$ cat config.mk
export PLATFORM = sky130hd
export DESIGN_NAME = serial_adder
export DESIGN_NICKNAME = d
export VERILOG_FILES = /design/src/rtl/serial_adder.sv
export SDC_FILE = /design/constraint.sdc
export NUM_CORES = 1
export LEC_CHECK = 0
export CORE_MARGIN = 2
export CORE_UTILIZATION = 52
export DETAILED_ROUTE_END_ITERATION = 8
export GPL_ROUTABILITY_DRIVEN = 0
export PLACE_DENSITY_LB_ADDON = 0.08
export RECOVER_POWER = 50
export SKIP_CTS_REPAIR_TIMING = 1
export SLEW_MARGIN = 20
export SYNTH_ARGS = -nofsm -noshare
export SYNTH_HDL_FRONTEND = slang
export SYNTH_SLANG_ARGS = --single-unit
$ cat constraint.sdc
create_clock -name clk -period 1.8 [get_ports clk]
set_input_delay 0.45 -clock clk [delete_from_list [all_inputs] [get_ports clk]]
set_output_delay 0.45 -clock clk [all_outputs]
set_load 0.1 [all_outputs]
$ cat src/rtl/serial_adder.sv
// Digit-serial adder/subtractor: DIGIT bits per cycle through a full-adder ripple,
// LSB first, with the carry held in a register between digits.
module serial_adder #(
    parameter int WIDTH = 8,
    parameter int DIGIT = 1
) (
    input  logic             clk,
    input  logic             rst,
    input  logic             start,
    input  logic [WIDTH-1:0] a,
    input  logic [WIDTH-1:0] b,
    input  logic             cin,
    input  logic             sub,
    output logic             busy,
    output logic             done,
    output logic [WIDTH-1:0] sum,
    output logic             cout,
    output logic             ovf
);

    localparam int NDIG  = WIDTH / DIGIT;
    localparam int CNT_W = (NDIG > 1) ? $clog2(NDIG) : 1;
    localparam logic [CNT_W-1:0] LAST = CNT_W'(NDIG - 1);

    typedef enum logic [1:0] {
        S_IDLE = 2'd0,
        S_RUN  = 2'd1,
        S_DONE = 2'd2
    } state_t;

    state_t             r_state;
    state_t             w_state_nxt;
    logic [WIDTH-1:0]   r_opa;
    logic [WIDTH-1:0]   r_opb;
    logic               r_carry;
    logic [CNT_W-1:0]   r_cnt;
    logic [WIDTH-1:0]   r_sum;
    logic               r_cout;
    logic               r_ovf;
    logic               r_busy;
    logic               r_done;

    logic [DIGIT-1:0]       w_dsum;
    logic                   w_dcout;
    logic                   w_msb_cin;
    logic                   w_accept;
    logic                   w_last;
    logic [WIDTH+DIGIT-1:0] w_sum_cat;

    function automatic logic [1:0] full_add(input logic x, input logic y, input logic ci);
        return {(x & y) | (x & ci) | (y & ci), x ^ y ^ ci};
    endfunction

    // Ripple of DIGIT full adders; also exposes the carry entering the top stage.
    always_comb begin : ripple_comb
        logic       v_c;
        logic       v_cprev;
        logic [1:0] v_fa;
        v_c     = r_carry;
        v_cprev = r_carry;
        v_fa    = 2'b00;
        w_dsum  = '0;
        for (int i = 0; i < DIGIT; i++) begin
            v_cprev   = v_c;
            v_fa      = full_add(r_opa[i], r_opb[i], v_c);
            w_dsum[i] = v_fa[0];
            v_c       = v_fa[1];
        end
        w_msb_cin = v_cprev;
        w_dcout   = v_c;
    end

    assign w_accept  = start && ((r_state == S_IDLE) || (r_state == S_DONE));
    assign w_last    = (r_cnt == LAST);
    assign w_sum_cat = {w_dsum, r_sum};

    // Next-state logic for the IDLE/RUN/DONE handshake.
    always_comb begin
        w_state_nxt = r_state;
        case (r_state)
            S_IDLE:  w_state_nxt = start ? S_RUN : S_IDLE;
            S_RUN:   w_state_nxt = w_last ? S_DONE : S_RUN;
            S_DONE:  w_state_nxt = start ? S_RUN : S_IDLE;
            default: w_state_nxt = S_IDLE;
        endcase
    end

    // State, operand shifters, carry, counter and result registers.
    always_ff @(posedge clk) begin
        if (rst) begin
            r_state <= S_IDLE;
            r_opa   <= '0;
            r_opb   <= '0;
            r_carry <= 1'b0;
            r_cnt   <= '0;
            r_sum   <= '0;
            r_cout  <= 1'b0;
            r_ovf   <= 1'b0;
            r_busy  <= 1'b0;
            r_done  <= 1'b0;
        end else begin
            r_state <= w_state_nxt;
            r_busy  <= (w_state_nxt == S_RUN);
            r_done  <= (w_state_nxt == S_DONE);
            if (w_accept) begin
                // Subtraction is a + ~b + 1, so the carry seeds to 1.
                r_opa   <= a;
                r_opb   <= sub ? ~b : b;
                r_carry <= sub ? 1'b1 : cin;
                r_cnt   <= '0;
                r_sum   <= '0;
            end else if (r_state == S_RUN) begin
                r_opa   <= r_opa >> DIGIT;
                r_opb   <= r_opb >> DIGIT;
                r_sum   <= w_sum_cat[WIDTH+DIGIT-1:DIGIT];
                r_carry <= w_dcout;
                r_cnt   <= r_cnt + CNT_W'(1);
                if (w_last) begin
                    r_cout <= w_dcout;
                    r_ovf  <= w_msb_cin ^ w_dcout;
                end
            end
        end
    end

    assign busy = r_busy;
    assign done = r_done;
    assign sum  = r_sum;
    assign cout = r_cout;
    assign ovf  = r_ovf;

endmodule

==> run metrics <==
HPWL after detailed placement 2040 um; drt wl/cell 12.5 um; CTS tree done; Clock Latency Late Sink 0.33 ns; slowest library cell on the worst path clkbuf_2; worst flop-to-flop path endpoint r_opa[3]; f_max 0.639 GHz; Post-synth EDFFs 0; instance count on the critical path 1; final wirelength between 2000 and 3000 um; GRT overflow 0; Top delay family on crit path buffers and inverters; core area roughly 2700 um2; Arr. time, crit path 1.11 ns; CP Capture Type output pin; clk slew on worst S/H paths roughly 0.1 ns; RSZ-0062 raised after global routing no; DRT iter0 DRCs 35; Setup Total Neg Slack 0 ns; critical path cell sequence clkbuf_2; Root Driver clkbuf_4; worst slew pin tran 0.537 ns; fin crit share 86.9%; Syn Inst Count ~170; ant diodes 0; number of synthesized register bits 34; Pwr per Cell Area 821 nW/um2; DRC violations left 0; Hold Path Cell Cnt 2; Crit Path Class reg2out; 1st-pass router iterations 4; Static Leak 0.729 nW; ys async rst share 0%; critical path required time 1.35 ns; run status finished, final reports clean; register area share after synthesis approximately 47%; GRT Total Usage around a fifth; CTS Buf Count 5; Synthesis Warnings 0; ys flop type dfxtp_1; DIE AREA 3220 um2; Setup Skew ~0.0092 ns; WP buf/inv 1; minimum clock period about 1.6 ns; Max Cap Violations 0; Chip Width 56.7 um; vias per inst 5.39; Hold Crit Class reg2reg; depth of the CTS H-tree 2; Startpoint Class register; Post-DRT Antenna Nets 0; vias in the first global route 1176; Yosys cell types 25; Die Y 56.7 um; first-pass GRT wire length 5040 um; Final Max Tran Viols 0; post-layout instance count excluding filler cells 232; initial core utilization 53.4%; syn avg cell area between 8 and 9 um2; synthesized cell area roughly 1400 um2; Min Hold Slack 0.472 ns; endpoints failing setup 0; clk sinks 34; placed cells approximately 220; start point of the worst hold path r_cnt[1]; VDD IR-drop max around 0.98 mV; Area Overhead vs Synth 34.4%; Worst Hold End r_cnt[1]; worst reg2reg path startpoint r_state[0]; r2r worst-path depth 4; num rows 19; via count 1251; clk buf depth 2; CP peak stage delay 0.45 ns; share of layout cells above drive strength 1 14.9%; commonest non-fill, non-tap cells in the layout nand2_1, dfxtp_1, clkdlybuf4s50_1; most common cell after layout, fill and taps aside nand2_1; antenna violations before repair 0; final hold vios 0; Slew HR 64.4%; Net Count, Synth 191; Final #Nets roughly 220; Port Buffer Count 32; Max FO, Critical Path 1; largest net degree at the start of global routing 25; I/O pins 33; Reg2Reg Setup Slack 0.36 ns
-- stage by stage --
step / instance area (um2) / setup WS, ns / utilization [%] / power [mW]
floorplan: 1450 / 0.410 / - / 1.02
global placement: 1900 / 0.203 / 69.9 / 1.11
detailed placement: 1900 / 0.166 / 69.9 / 1.12
CTS: 1970 / 0.388 / 72.9 / 1.63
global route: 1940 / 0.201 / 71.7 / 1.67
finish: 1940 / 0.236 / 71.7 / 1.60
-- kinds of logic (layout without fill, tap and decap cells) --
kind of cell    count (synthesis)  after routing  share of synthesized area, %
compound gates                 32             32                          14.5
xor+xnor                       10             10                          6.06
fa+ha+maj                       3              3                          3.11
buf+inv                        14             48                          7.09
flops                          34             34                          47.1
simple gates                   74             74                          22.1
-- synthesized netlist by cell type, drive strengths merged (2+ instances only) --
cell,number,area [um2]
nand2b,3,18.8
xor2,9,78.8
nand2,37,139
ha,2,25.0
a311oi,6,65.1
nand3,6,30.0
o22ai,7,43.8
dfxtp,34,681
clkbuf,2,7.51
buf,12,95.1
a21oi,15,75.1
nor2,11,41.3
nor3,14,70.1
-- routing by layer --
layer | up-vias | GRT usage [%] | share of wire (%)
met1 | 575 | 25.5 | 45
met2 | 33 | 31.2 | 47
met5 | - | 0 | 0
met3 | 6 | 7.83 | 6.8
met4 | 0 | 7.64 | 1.4
li1 | 637 | - | -
-- power by group --
group | total, mW | leakage, nW | internal, mW | switching (mW)
sequential | 0.822 | 0.278 | 0.795 | 0.0265
combinational | 0.263 | 0.406 | 0.120 | 0.143
clock | 0.511 | 0.0446 | 0.267 | 0.245
total | 1.60 | 0.729 | 1.18 | 0.414
-- worst max-delay path by stage --
stage          startpoint  endpoint  slack (ns)
2_1_floorplan      sum[1]    sum[1]        0.41
3_3_place_gp        start   r_carry        0.20
3_5_place_dp          sub  r_opb[3]        0.17
4_1_cts            sum[5]    sum[5]        0.39
5_1_grt             start  r_opa[6]        0.20
6_report             busy      busy        0.24
-- state kept, by name (all words and copies together) (netlist names) --
register,flops
r_opa,8
ovf,1
cout,1
r_opb,8
sum,8
r_cnt,3
busy,1
done,1
r_carry,1
r_state,2
-- area by class of cell --
type | count | area, um2
clock buffer | 8 | 78.8
sequential | 34 | 681
timing repair buffer | 40 | 483
multi-input combinational | 119 | 663
tap | 31 | 38.8
fill | 223 | 766
(Power assumes the default switching activity.)
